**src/rtl/encoder_quad.sv**
```systemverilog
// Quadrature encoder front end: synchronise and debounce A/B, decode full detents into
// signed steps, buffer them in a saturating accumulator and replay them as spaced pulses.
module encoder_quad #(
    parameter int DEBOUNCE = 1000,
    parameter int GAP      = 4,
    parameter int PEND_W   = 4
) (
    input  logic                     i_clk,
    input  logic                     i_rst,
    input  logic                     i_a,
    input  logic                     i_b,
    output logic                     o_plus,
    output logic                     o_minus,
    output logic signed [PEND_W-1:0] o_pend,
    output logic                     o_err
);
    localparam int CNT_W  = $clog2(DEBOUNCE);
    localparam int WAIT_W = $clog2(GAP);
    localparam logic signed [PEND_W-1:0] ONE   = {{(PEND_W-1){1'b0}}, 1'b1};
    localparam logic signed [PEND_W-1:0] P_MAX = {1'b0, {(PEND_W-1){1'b1}}};
    localparam logic signed [PEND_W-1:0] P_MIN = -P_MAX;

    typedef enum logic [2:0] {
        ST_START   = 3'd0,
        ST_IDLE    = 3'd1,
        ST_PULSE_P = 3'd2,
        ST_PULSE_M = 3'd3,
        ST_WAIT    = 3'd4
    } state_t;

    logic [1:0]               sync_p0;
    logic [1:0]               sync_p1;
    logic [1:0]               deb;
    logic [CNT_W-1:0]         stable_cnt;
    logic signed [2:0]        q;
    logic signed [1:0]        step;
    logic signed [PEND_W-1:0] p;
    state_t                   state;
    state_t                   state_nx;
    logic [WAIT_W-1:0]        wait_cnt;

    logic                     load;
    logic                     illegal;
    logic signed [1:0]        dlt;
    logic [3:0]               qsum;
    logic signed [PEND_W-1:0] base;
    logic [PEND_W:0]          sat_res;

    // Successor of a phase pair in clockwise order 00->01->11->10->00.
    function automatic logic [1:0] cw_next(input logic [1:0] x);
        case (x)
            2'b00:   cw_next = 2'b01;
            2'b01:   cw_next = 2'b11;
            2'b11:   cw_next = 2'b10;
            default: cw_next = 2'b00;
        endcase
    endfunction

    function automatic logic signed [1:0] quad_dir(input logic [1:0] from, input logic [1:0] to);
        if (to == cw_next(from))      quad_dir = 2'sb01;
        else if (from == cw_next(to)) quad_dir = 2'sb11;
        else                          quad_dir = 2'sb00;
    endfunction

    // Returns {overflow, result}; a step that would cross the limit is dropped.
    function automatic logic [PEND_W:0] sat_step(input logic signed [PEND_W-1:0] base_v,
                                                 input logic signed [1:0]        st);
        sat_step = {1'b0, base_v};
        if (st == 2'sb01) begin
            if (base_v == P_MAX) sat_step = {1'b1, base_v};
            else                 sat_step = {1'b0, base_v + ONE};
        end else if (st == 2'sb11) begin
            if (base_v == P_MIN) sat_step = {1'b1, base_v};
            else                 sat_step = {1'b0, base_v - ONE};
        end
    endfunction

    always_comb begin
        load    = (sync_p1 != deb) && (stable_cnt == CNT_W'(DEBOUNCE - 1));
        dlt     = quad_dir(deb, sync_p1);
        illegal = load && (dlt == 2'sb00);
        qsum    = {q[2], q} + {{2{dlt[1]}}, dlt};
        base    = p;
        if (state == ST_PULSE_P)      base = p - ONE;
        else if (state == ST_PULSE_M) base = p + ONE;
        sat_res = sat_step(base, step);
    end

    // Stage boundary: synchroniser, debounce and detent decode.
    always_ff @(posedge i_clk) begin
        if (i_rst) begin
            sync_p0    <= 2'b11;
            sync_p1    <= 2'b11;
            deb        <= 2'b11;
            stable_cnt <= '0;
            q          <= '0;
            step       <= '0;
        end else begin
            sync_p0 <= {i_a, i_b};
            sync_p1 <= sync_p0;
            if (sync_p0 != sync_p1)
                stable_cnt <= '0;
            else if (stable_cnt != CNT_W'(DEBOUNCE - 1))
                stable_cnt <= stable_cnt + CNT_W'(1);
            step <= '0;
            if (load) begin
                deb <= sync_p1;
                if (illegal) begin
                    q <= '0;
                end else if (sync_p1 == 2'b11) begin
                    q <= '0;
                    if (qsum == 4'b0100)      step <= 2'sb01;
                    else if (qsum == 4'b1100) step <= 2'sb11;
                end else begin
                    q <= qsum[2:0];
                end
            end
        end
    end

    always_comb begin
        state_nx = state;
        case (state)
            ST_START:   state_nx = ST_IDLE;
            ST_IDLE: begin
                if (p > 0)      state_nx = ST_PULSE_P;
                else if (p < 0) state_nx = ST_PULSE_M;
            end
            ST_PULSE_P: state_nx = ST_WAIT;
            ST_PULSE_M: state_nx = ST_WAIT;
            ST_WAIT:    if (wait_cnt == WAIT_W'(GAP - 3)) state_nx = ST_IDLE;
            default:    state_nx = ST_START;
        endcase
    end

    // Stage boundary: pending accumulator and pulse scheduler.
    always_ff @(posedge i_clk) begin
        if (i_rst) begin
            state    <= ST_START;
            wait_cnt <= '0;
            p        <= '0;
            o_plus   <= 1'b0;
            o_minus  <= 1'b0;
            o_err    <= 1'b0;
        end else begin
            state    <= state_nx;
            wait_cnt <= (state == ST_WAIT) ? wait_cnt + WAIT_W'(1) : '0;
            p        <= sat_res[PEND_W-1:0];
            o_plus   <= (state_nx == ST_PULSE_P);
            o_minus  <= (state_nx == ST_PULSE_M);
            o_err    <= illegal || sat_res[PEND_W];
        end
    end

    assign o_pend = p;
endmodule

```
**config.mk**
```make
export PLATFORM = sky130hd
export DESIGN_NAME = encoder_quad
export DESIGN_NICKNAME = d
export VERILOG_FILES = /design/src/rtl/encoder_quad.sv
export SDC_FILE = /design/constraint.sdc
export NUM_CORES = 1
export LEC_CHECK = 0
export BUFFER_PORTS_ARGS = -buffer_cell sky130_fd_sc_hd__buf_2
export CAP_MARGIN = 40
export CORE_UTILIZATION = 50
export DETAILED_ROUTE_END_ITERATION = 8
export HOLD_SLACK_MARGIN = 0.08
export PLACE_DENSITY_LB_ADDON = 0.25
export REMOVE_ABC_BUFFERS = 1
export SETUP_SLACK_MARGIN = 0.4
export SLEW_MARGIN = 20
export SYNTH_ARGS = -nofsm -noshare
export SYNTH_HDL_FRONTEND = slang
export SYNTH_SLANG_ARGS = --single-unit
```
**constraint.sdc**
```tcl
create_clock -name i_clk -period 2.9 [get_ports i_clk]
set_input_delay 0.58 -clock i_clk [delete_from_list [all_inputs] [get_ports i_clk]]
set_output_delay 0.58 -clock i_clk [all_outputs]
set_load 0.05 [all_outputs]
```
==> metrics.md, run 1 <==
| Metric | Value |
|---|---|
| IO Count | 11 |
| Status | finished, final reports clean |
| Setup ws final | 0.531 ns |
| Largest family of logic cells by synthesized area | simple AND/OR/NAND/NOR gates |
| Worst setup SP type | flip-flop |
| Post-synthesis compound-gate area fraction | 0.123 |
| Simple-Gate Fraction of Synth Area | 0.249 |
| Yosys warns | 0 |
| Worst slew pin tran | 0.417 ns |
| Worst EP required | 3.18 ns |
| Clock power frac | 0.459 |
| XOR/XNOR share of the synthesized area | 0.0932 |
| Total gr overflow | 0 |
| Core ar. | 3390 sq um |
| Max-cap violations | 0 |
| Slew Limit Fails | 0 |
| DRC viols | 0 |
| Setup violations, final | 0 |
| EDFF count, synth | 0 |
| First-pass iteration count of the detailed router | 4 |
| Post-Synth Adder-Cell Area | 0.0813 |
| Total Routing Usage GR | 0.193 |
| Relative slew slack | 0.722 |
| Synth Cell Area | 1790 sq um |
| Min Tclk post-route | 2.37 ns |
| Ys async rst share | 0 |
| Final Wtd Congestion | 0.821 |
| CP arrival | 2.65 ns |
| CP peak stage delay | 0.45 ns |
| Worst reg-to-reg setup slack | 0.53 ns |
| Port bufs | 10 |
| Post-Place Worst Slack | 0.321 ns |
| Main synth FF type | dfxtp_1 |
| Clock sink count | 33 |
| RSZ-0062 raised after global routing | yes |
| Share of the synthesized area in the top cell type | 0.370 |
| Crit Path Class | flip-flop to flip-flop |
| # diodes | 0 |
| Final nets | 222 |
| Count of final hold-check violations | 0 |
| Worst hold path class | primary input to flip-flop |
| Count of different cell masters after synthesis | 48 |
| Sw frac | 0.204 |
| Hold path startpoint | i_b |
| Pin count of the biggest net entering global routing | 22 |
| Wirelength per Cell | 12.9 um |
| Die width | 61.8 um |
| Worst-path cell chain | xnor2_2 > xnor2_2 > inv_1 > ha_1 > fa_1 > nor3_1 > nand3_1 > nor4b_2 > nor2b_2 |
| Psw | 0.000191 W |
| CTS Buf Count | 5 |
| Crit path max-delay cell type | fa_1 |
| Row Count | 21 |
| Max H-tree Level | 2 |
| Synth area leaders | dfxtp_1, ha_1, xnor2_1, nor2_1, xor2_1 |
| Critical Path Fanout Max | 6 |
| WL final | 3270 um |
| Area leader, netlist | dfxtp_1 |
| Most used cell, CP | xnor2_2 |
| Clock skew | 0.00730 ns |
| Pwr dens | 474 nW/um^2 |
| R2R cell count | 9 |
| Routed vias | 1353 |
| Setup tns final | 0 ns |
| Maximum VDD drop | 0.232 mV |
| Most common cell after layout, fill and taps aside | dfxtp_1 |
| Clk buf depth | 2 |
| CP Capture Type | flip-flop |
| Internal | 0.000744 W |
| Initial Utilization | 0.527 |
| Die span in y | 61.8 um |
| Register area share after synthesis | 0.370 |
| First-pass GRT wire length | 5300 um |
| Vias in the first global route | 1276 |
| Seq cells post-synth | 33 |
| Sink of the worst hold path | sync_p0[0] |
| Logic gate share of total power | 0.042 |
| DPL Wire Length | 2370 um |
| Flop pwr share | 0.499 |
| Clock latency on the worst-skew pair | 0.34 ns |
| Root buffer cell | clkbuf_4 |
| RR Startpoint | sync_p1[0] |
| Area Overhead vs Synth | 10.5% |
| Layout cell share with drive strength beyond 1 | 0.216 |
| Cells after Synth | 196 |
| Final period util | 0.817 |
| Buf+Inv Stages, Crit Path | 1 |
| Post-DRT Antenna Nets | 0 |
| CTS clk-pin slew, worst paths | 0.11 ns |
| Hold path cells | 2 |
| Most frequent cells in the layout | dfxtp_1, nor2_1, inv_1, nand2_1 |
| Top achievable clock speed | 0.422 GHz |
| Top cell family by delay on the critical path | simple AND/OR/NAND/NOR gates |
| Antenna violations before repair | 0 |
| Syn avg cell area | 9.11 sq um |
| CTS tree | done |
| Leakage Power | 0.756 nW |
| Vias/cell | 5.33 |
| Hold Buf Count CTS | 0 |
| R2R Path End | step[1] |
| Die ar. | 3810 sq um |
| Initial DRC count | 46 |
| Post-synthesis mux area share | 0.0175 |
[how the worst max path moves through the flow]
stage / start / slack (ns) / end / cells past startpoint
floorplan: o_pend[0] / 0.38 / o_pend[0] / 10
global placement: sync_p1[1] / 0.53 / step[1] / 9
detailed placement: sync_p1[1] / 0.32 / step[1] / 9
CTS: sync_p1[0] / 0.42 / step[1] / 9
global route: sync_p1[0] / 0.34 / step[1] / 9
finish: sync_p1[0] / 0.53 / step[1] / 9
[per-stage QoR]
step | cell area (sq um) | utilization | hold WS [ns] | total power (W) | cells
2_1_floorplan | 1710 | - | 0.396 | 0.000499 | 187
3_3_place_gp | 1830 | 0.539 | 0.406 | 0.000509 | 244
3_5_place_dp | 1830 | 0.539 | 0.417 | 0.000512 | 244
4_1_cts | 1940 | 0.574 | 0.411 | 0.000943 | 252
5_1_grt | 1970 | 0.582 | 0.405 | 0.000968 | 254
6_report | 1970 | 0.582 | 0.423 | 0.000934 | 254
[synthesized netlist by cell type (2+ instances only)]
master and count:
or3_1 3, dfxtp_1 33, inv_1 11, o21ai_0 4
a21oi_1 10, xnor2_1 12, nor3_1 4, buf_6 5
mux2i_1 2, nor4b_1 2, nor2b_1 6, nor2_1 19
or4b_2 2, or2_2 5, ha_1 10, xor2_1 7
nand3_1 8, nand4_1 4, nand2_1 11, clkbuf_1 3
a211o_1 2, nand2b_1 7
[per-layer routing]
layer  track usage  part of all wire  vias up
li1              -                 -      689
met5             0                 0        -
met3        0.0580             0.033        7
met2         0.341              0.49       25
met4        0.0825             0.018        0
met1         0.215              0.46      632
[cell type report]
type                            count  area (sq um)
Inverter                           11          41.3
Sequential cell                    33           666
Fill cell                         309          1420
Timing Repair Buffer               13          72.6
Clock inverter                      3          65.1
Multi-Input combinational cell    143          1030
Clock buffer                        5          37.5
Tap cell                           46          57.6
[logic make-up (layout without fill, tap and decap cells)]
logic type,after synthesis,after routing
simple gates,80,80
flops,33,33
compound gates,30,30
buf+inv,20,32
xor+xnor,19,19
fa+ha+maj,11,11
mux,3,3
[power by group through the flow]
stage,clock (W),combinational (W),sequential [W]
6_report,0.000429,0.0000392,0.000466
5_1_grt,0.000457,0.0000433,0.000468
4_1_cts,0.000439,0.0000375,0.000466
3_5_place_dp,0,0.0000359,0.000476
3_3_place_gp,0,0.0000338,0.000475
2_1_floorplan,0,0.0000248,0.000475
[registers in the layout, indices dropped and copies added (netlist names)]
signal	cells
stable_cnt	10
o_pend	4
q	3
state	3
deb	2
step	2
sync_p0	2
sync_p1	2
wait_cnt	2
o_err	1
o_minus	1
o_plus	1
[worst reg2reg max path, stage by stage (launching register included)]
cell	delay [ns]
dfxtp_2	0.38
xnor2_2	0.16
xnor2_2	0.25
inv_1	0.08
ha_1	0.21
fa_1	0.45
nor3_1	0.19
nand3_1	0.11
nor4b_2	0.27
nor2b_2	0.20
[repair_timing]
| item | 4_1_cts | 5_1_grt |
|---|---|---|
| endpoints found under the setup margin | 1 | 2 |
| pin swaps | 0 | 1 |
| gates resized for setup | 3 | 5 |
| setup buffers | 0 | 1 |
| gates cloned | 0 | 0 |
No activity file was read; power rests on OpenSTA's default activity.
==> run 2: changes to the inputs <==
ABC_AREA = 1   (was default)
clock period = 2.38 ns   (was 2.9 ns; I/O delays follow)
==> metrics.md, run 2 <==
| Metric | Value |
|---|---|
| Status | finished, final reports clean (unchanged) |
| RSZ-0062 raised after global routing | yes (unchanged) |
| Worst EP required | 2.59 ns (was 3.18 ns) |
| First-pass GRT wire length | 6110 um (was 5300 um) |
| Share of the synthesized area in the top cell type | 0.346 (was 0.370) |
| CP arrival | 2.23 ns (was 2.65 ns) |
| Final period util | 0.850 (was 0.817) |
| XOR/XNOR share of the synthesized area | 0.0413 (was 0.0932) |
| Vias/cell | 5.00 (was 5.33) |
| Clock sink count | 33 (unchanged) |
| Post-DRT Antenna Nets | 0 (unchanged) |
| DRC viols | 0 (unchanged) |
| Pin count of the biggest net entering global routing | 14 (was 22) |
| WL final | 3750 um (was 3270 um) |
| Max H-tree Level | 2 (unchanged) |
| Ys async rst share | 0 (unchanged) |
| Worst hold path class | primary input to flip-flop (unchanged) |
| EDFF count, synth | 0 (unchanged) |
| Max-cap violations | 0 (unchanged) |
| R2R Path End | step[1] (unchanged) |
| Routed vias | 1661 (was 1353) |
| Die width | 63.8 um (was 61.8 um) |
| Clock skew | 0.0108 ns (was 0.00730 ns) |
| Die span in y | 63.8 um (was 61.8 um) |
| Row Count | 22 (was 21) |
| Worst reg-to-reg setup slack | 0.36 ns (was 0.53 ns) |
| Sink of the worst hold path | sync_p0[1] (was sync_p0[0]) |
| Count of final hold-check violations | 0 (unchanged) |
| Relative slew slack | 0.597 (was 0.722) |
| Critical Path Fanout Max | 3 (was 6) |
| Syn avg cell area | 7.20 sq um (was 9.11 sq um) |
| First-pass iteration count of the detailed router | 4 (unchanged) |
| Final core occ | 0.602 (was 0.582) |
| Largest family of logic cells by synthesized area | simple AND/OR/NAND/NOR gates (unchanged) |
| R2R cell count | 7 (was 9) |
| Core ar. | 3660 sq um (was 3390 sq um) |
| Wirelength per Cell | 11.3 um (was 12.9 um) |
| Register area share after synthesis | 0.346 (was 0.370) |
| Setup violations, final | 0 (unchanged) |
| Pwr dens | 548 nW/um^2 (was 474 nW/um^2) |
| Worst setup SP type | flip-flop (unchanged) |
| Area Overhead vs Synth | 15.6% (was 10.5%) |
| DPL Wire Length | 2680 um (was 2370 um) |
| CP Capture Type | flip-flop (unchanged) |
| IO Count | 11 (unchanged) |
| Cells after Synth | 265 (was 196) |
| Most common cell after layout, fill and taps aside | nand2_1 (was dfxtp_1) |
| Placed cell count | 321 (was 244) |
| Port bufs | 10 (unchanged) |
| Post-synthesis compound-gate area fraction | 0.0951 (was 0.123) |
| Simple-Gate Fraction of Synth Area | 0.356 (was 0.249) |
| Layout cell share with drive strength beyond 1 | 0.225 (was 0.216) |
| Largest Register | stable_cnt (unchanged) |
| CTS Buf Count | 5 (unchanged) |
| Clk buf depth | 2 (unchanged) |
| Area leader, netlist | dfxtp_1 (unchanged) |
| Seq cells post-synth | 33 (unchanged) |
| Min Tclk post-route | 2.02 ns (was 2.37 ns) |
| Root buffer cell | clkbuf_8 (was clkbuf_4) |
| Hold path cells | 2 (unchanged) |
| Overall Power | 0.00121 W (was 0.000934 W) |
| CTS tree | done (unchanged) |
| Synth cell count leaders | nand2_1, inv_1, dfxtp_1 (was dfxtp_1, nor2_1, xnor2_1) |
| Most frequent cells in the layout | nand2_1, inv_1, nor2_1 (was dfxtp_1, nor2_1, inv_1, nand2_1) |
| Post-synthesis mux area share | 0 (was 0.0175) |
| Die ar. | 4060 sq um (was 3810 sq um) |
| Yosys warns | 0 (unchanged) |
| Worst slew pin tran | 0.601 ns (was 0.417 ns) |
| Count of different cell masters after synthesis | 33 (was 48) |
| RR Startpoint | deb[1] (was sync_p1[0]) |
| Hold path startpoint | i_a (was i_b) |
| Synth Cell Area | 1910 sq um (was 1790 sq um) |
| CTS clk-pin slew, worst paths | 0.07 ns (was 0.11 ns) |
| Antenna violations before repair | 0 (unchanged) |
| Final nets | 298 (was 222) |
| Vias in the first global route | 1447 (was 1276) |
| Total Routing Usage GR | 0.197 (was 0.193) |
| Setup tns final | 0 ns (unchanged) |
| Final Wtd Congestion | 0.789 (was 0.821) |
| Slew Limit Fails | 0 (unchanged) |
| Leakage Power | 0.941 nW (was 0.756 nW) |
| Main synth FF type | dfxtp_1 (unchanged) |
| Initial DRC count | 124 (was 46) |
| Total gr overflow | 0 (unchanged) |
| Synth area leaders | dfxtp_1, nand2_1, inv_1, ha_1, nor2_1 (was dfxtp_1, ha_1, xnor2_1, nor2_1, xor2_1) |
| Top achievable clock speed | 0.494 GHz (was 0.422 GHz) |
| Maximum VDD drop | 0.325 mV (was 0.232 mV) |
| # diodes | 0 (unchanged) |
| Min Hold Slack | 0.371 ns (was 0.423 ns) |
| Post-Synth Adder-Cell Area | 0.0761 (was 0.0813) |
| Initial Utilization | 0.521 (was 0.527) |
| Clock latency on the worst-skew pair | 0.29 ns (was 0.34 ns) |
| Most numerous cell in the Yosys netlist | nand2_1 (was dfxtp_1) |
| Layout Cells excl Fill | 332 (was 254) |
| Crit Path Class | flip-flop to flip-flop (unchanged) |
| Max reg flops | 10 (unchanged) |
[run 2: changes by cell type after synthesis, moves of 7 or more]
cell / change
nand2_1: +34
inv_1: +25
nor2_1: +13
nor3_1: +9
nand2_2: +8
nand2b_1: -7
xnor2_1: -7
[run 2: cells by family after synthesis]
family | count (synthesis)
xor+xnor | 9
compound gates | 33
buf+inv | 41
fa+ha+maj | 11
simple gates | 138
flops | 33
[run 2: worst max-delay path by stage]
stage,from,to,slack (ns),cells after the start
global placement,sync_p1[1],step[1],0.28,7
CTS,deb[1],step[1],0.41,7
global route,sync_p1[1],step[1],0.31,7
finish,deb[1],step[1],0.36,7
detailed placement,sync_p1[1],step[1],0.20,7
floorplan,o_pend[0],o_pend[1],0.28,12
[run 2: layout make-up]
cell class,count,area (sq um)
Clock inverter,1,5.00
Fill cell,335,1460
Multi-Input combinational cell,191,1150
Tap cell,48,60.1
Timing Repair Buffer,13,72.6
Inverter,39,146
Sequential cell,33,676
Clock buffer,7,96.3
[run 2: critical path: stages (launching register included)]
cell and delay [ns]:
dfxtp_4 0.37, xor2_4 0.19, xnor2_2 0.17, ha_2 0.22, fa_1 0.47, nor3_2 0.17
nand4_1 0.16, nor3_1 0.20
[run 2: power breakdown]
part	internal [W]	switching, W
Sequential	0.000565	0.0000199
Combinational	0.0000567	0.000103
Clock	0.000261	0.000202
Total	0.000883	0.000325
[run 2: timing repair]
item	4_1_cts	5_1_grt
gates resized for setup	6	13
endpoints found under the setup margin	3	6
pin swaps	2	4
setup buffers	1	2
hold buffers	0	0
[run 2: metrics by stage]
step | worst slack (ns) | cell area, sq um
global route | 0.314 | 2200
CTS | 0.414 | 2130
detailed placement | 0.205 | 2000
global placement | 0.277 | 2000
finish | 0.357 | 2200
floorplan | 0.283 | 1890
[run 2: metal layers]
metal | track usage | vias to the layer above | wire [um]
met1 | 0.227 | 738 | 1750
met2 | 0.342 | 19 | 1800
met5 | 0 | - | 0
met3 | 0.0482 | 10 | 95
met4 | 0.0852 | 0 | 108
li1 | - | 894 | -
==> run 3: changes to the inputs <==
clock period = 2.1 ns   (was 2.38 ns; I/O delays follow)
==> metrics.md, run 3 (synthesized netlist as in run 2, its figures left out) <==
| Metric | Value |
|---|---|
| Status | finished, final reports clean (unchanged) |
| Worst hold path class | primary input to flip-flop (unchanged) |
| Area Overhead vs Synth | 30.6% (was 15.6%) |
| Top achievable clock speed | 0.527 GHz (was 0.494 GHz) |
| First-pass iteration count of the detailed router | 4 (unchanged) |
| Die width | 63.8 um (unchanged) |
| Buf+Inv Stages, Crit Path | 0 (unchanged) |
| CTS Buf Count | 5 (unchanged) |
| DRC viols | 0 (unchanged) |
| Clock power frac | 0.364 (was 0.384) |
| Min Tclk post-route | 1.90 ns (was 2.02 ns) |
| Clock skew | 0.00895 ns (was 0.0108 ns) |
| Core ar. | 3660 sq um (unchanged) |
| WL met3 | 153 um (was 95 um) |
| Die ar. | 4060 sq um (unchanged) |
| Vias in the first global route | 1537 (was 1447) |
| Worst slew pin tran | 0.604 ns (was 0.601 ns) |
| Row Count | 22 (unchanged) |
| Multi-input logic area | 1350 sq um (was 1150 sq um) |
| Max H-tree Level | 2 (unchanged) |
| Wirelength per Cell | 12.8 um (was 11.3 um) |
| Sw frac | 0.279 (was 0.269) |
| CTS clk-pin slew, worst paths | 0.07 ns (about the same) |
| Final Wtd Congestion | 0.789 (unchanged) |
| Setup violations, final | 0 (unchanged) |
| Overall Power | 0.00143 W (was 0.00121 W) |
| Port bufs | 10 (unchanged) |
| Layout cell share with drive strength beyond 1 | 0.375 (was 0.225) |
| Critical Path Fanout Max | 4 (was 3) |
| Max-cap violations | 0 (unchanged) |
| Crit path max-delay cell type | fa_1 (unchanged) |
| Final period util | 0.904 (was 0.850) |
| Min Hold Slack | 0.313 ns (was 0.371 ns) |
| Worst-path cell chain | xnor2_4 > xnor2_2 > ha_2 > fa_1 > nor3_2 > nand4_1 > nor3_2 (was xor2_4 > xnor2_2 > ha_2 > fa_1 > nor3_2 > nand4_1 > nor3_1) |
| Met2 wire length | 2370 um (was 1800 um) |
| Root buffer cell | clkbuf_8 (unchanged) |
| Initial Utilization | 0.521 (unchanged) |
| Internal | 0.00103 W (was 0.000883 W) |
| Vias/cell | 5.21 (was 5.00) |
| RSZ-0062 raised after global routing | yes (unchanged) |
| Highest metal used | met4 (unchanged) |
| Pwr dens | 574 nW/um^2 (was 548 nW/um^2) |
| First-pass GRT wire length | 6320 um (was 6110 um) |
| Relative slew slack | 0.596 (was 0.597) |
| Clock sink count | 33 (unchanged) |
| # fillers | 293 (was 335) |
| Count of final hold-check violations | 0 (unchanged) |
| Maximum VDD drop | 0.581 mV (was 0.325 mV) |
| Routed vias | 1776 (was 1661) |
| Antenna violations before repair | 0 (unchanged) |
| Clock latency on the worst-skew pair | 0.29 ns (about the same) |
| Largest Register | stable_cnt (unchanged) |
| Pin count of the biggest net entering global routing | 14 (unchanged) |
| Total Routing Usage GR | 0.199 (was 0.197) |
| Setup ws final | 0.203 ns (was 0.357 ns) |
| Worst setup SP type | flip-flop (unchanged) |
| Slew Limit Fails | 0 (unchanged) |
| CP Capture Type | flip-flop (unchanged) |
| Setup tns final | 0 ns (unchanged) |
| CTS tree | done (unchanged) |
| WL final | 4360 um (was 3750 um) |
| Top cell family by delay on the critical path | adder cells (unchanged) |
| Crit Path Class | flip-flop to flip-flop (unchanged) |
| Most frequent cells in the layout | nand2_1, inv_1, nor2_1 (unchanged) |
| Worst EP required | 2.32 ns (was 2.59 ns) |
| Flop pwr share | 0.463 (was 0.484) |
| Total gr overflow | 0 (unchanged) |
| Most common cell after layout, fill and taps aside | nand2_1 (unchanged) |
| Final core occ | 0.680 (was 0.602) |
| CP arrival | 2.11 ns (was 2.23 ns) |
| Max reg flops | 10 (unchanged) |
| WL met1 | 1780 um (was 1750 um) |
| Die span in y | 63.8 um (unchanged) |
| IO Count | 11 (unchanged) |
| Post-DRT Antenna Nets | 0 (unchanged) |
| Post-Place Worst Slack | 0.0892 ns (was 0.205 ns) |
| Final nets | 307 (was 298) |
| # diodes | 0 (unchanged) |
| Psw | 0.000398 W (was 0.000325 W) |
| Hold Buf Count CTS | 0 (unchanged) |
| CP peak stage delay | 0.45 ns (was 0.47 ns) |
| Leakage Power | 1.04 nW (was 0.941 nW) |
| Logic gate share of total power | 0.173 (was 0.132) |
| Initial DRC count | 92 (was 124) |
| Register Area | 677 sq um (was 676 sq um) |
| Clk buf depth | 2 (unchanged) |
| Most used cell, CP | nor3_2 |
| DPL Wire Length | 2710 um (was 2680 um) |
run 3: changes by cell type in the layout (fill, tap and decap cells not counted), sizes merged:
cell,before,now
buf,13,22
run 3: power by group through the flow:
stage | clock network, W | logic (W) | registers [W]
after global routing | 0.000560 | 0.000270 | 0.000664
final | 0.000520 | 0.000247 | 0.000662
after global placement | 0 | 0.000173 | 0.000675
after CTS | 0.000535 | 0.000191 | 0.000662
after floorplan | 0 | 0.000116 | 0.000690
after detailed placement | 0 | 0.000175 | 0.000676
run 3: final cells by class:
cell class,count,area share
Multi-Input combinational cell,191,0.541
Timing Repair Buffer,22,0.0628
Clock inverter,1,0.00201
Inverter,39,0.0598
Tap cell,48,0.0241
Clock buffer,7,0.0387
Sequential cell,33,0.272
run 3: worst paths after layout:
path,start,end,slack (ns),cells after the start
setup reg to reg,deb[0],step[1],0.20,7
hold reg to reg,wait_cnt[0],wait_cnt[0],0.42,1
setup / recovery,deb[0],step[1],0.20,7
hold / removal,i_a,sync_p0[1],0.31,2
run 3: stage by stage:
step | std cells | cell area [sq um]
after floorplan | 263 | 1890
after global placement | 325 | 2030
after detailed placement | 325 | 2030
after CTS | 335 | 2210
after global routing | 341 | 2490
final | 341 | 2490
run 3: metal layers:
layer,vias to the layer above,track usage
li1,913,-
met1,823,0.211
met2,33,0.380
met3,7,0.0536
met4,0,0.0511
met5,-,0
run 3: what timing repair did:
| item | 4_1_cts | 5_1_grt |
|---|---|---|
| pin swaps | 11 | 23 |
| setup buffers | 2 | 6 |
| endpoints found under the setup margin | 9 | 10 |
| resized for setup | 14 | 54 |
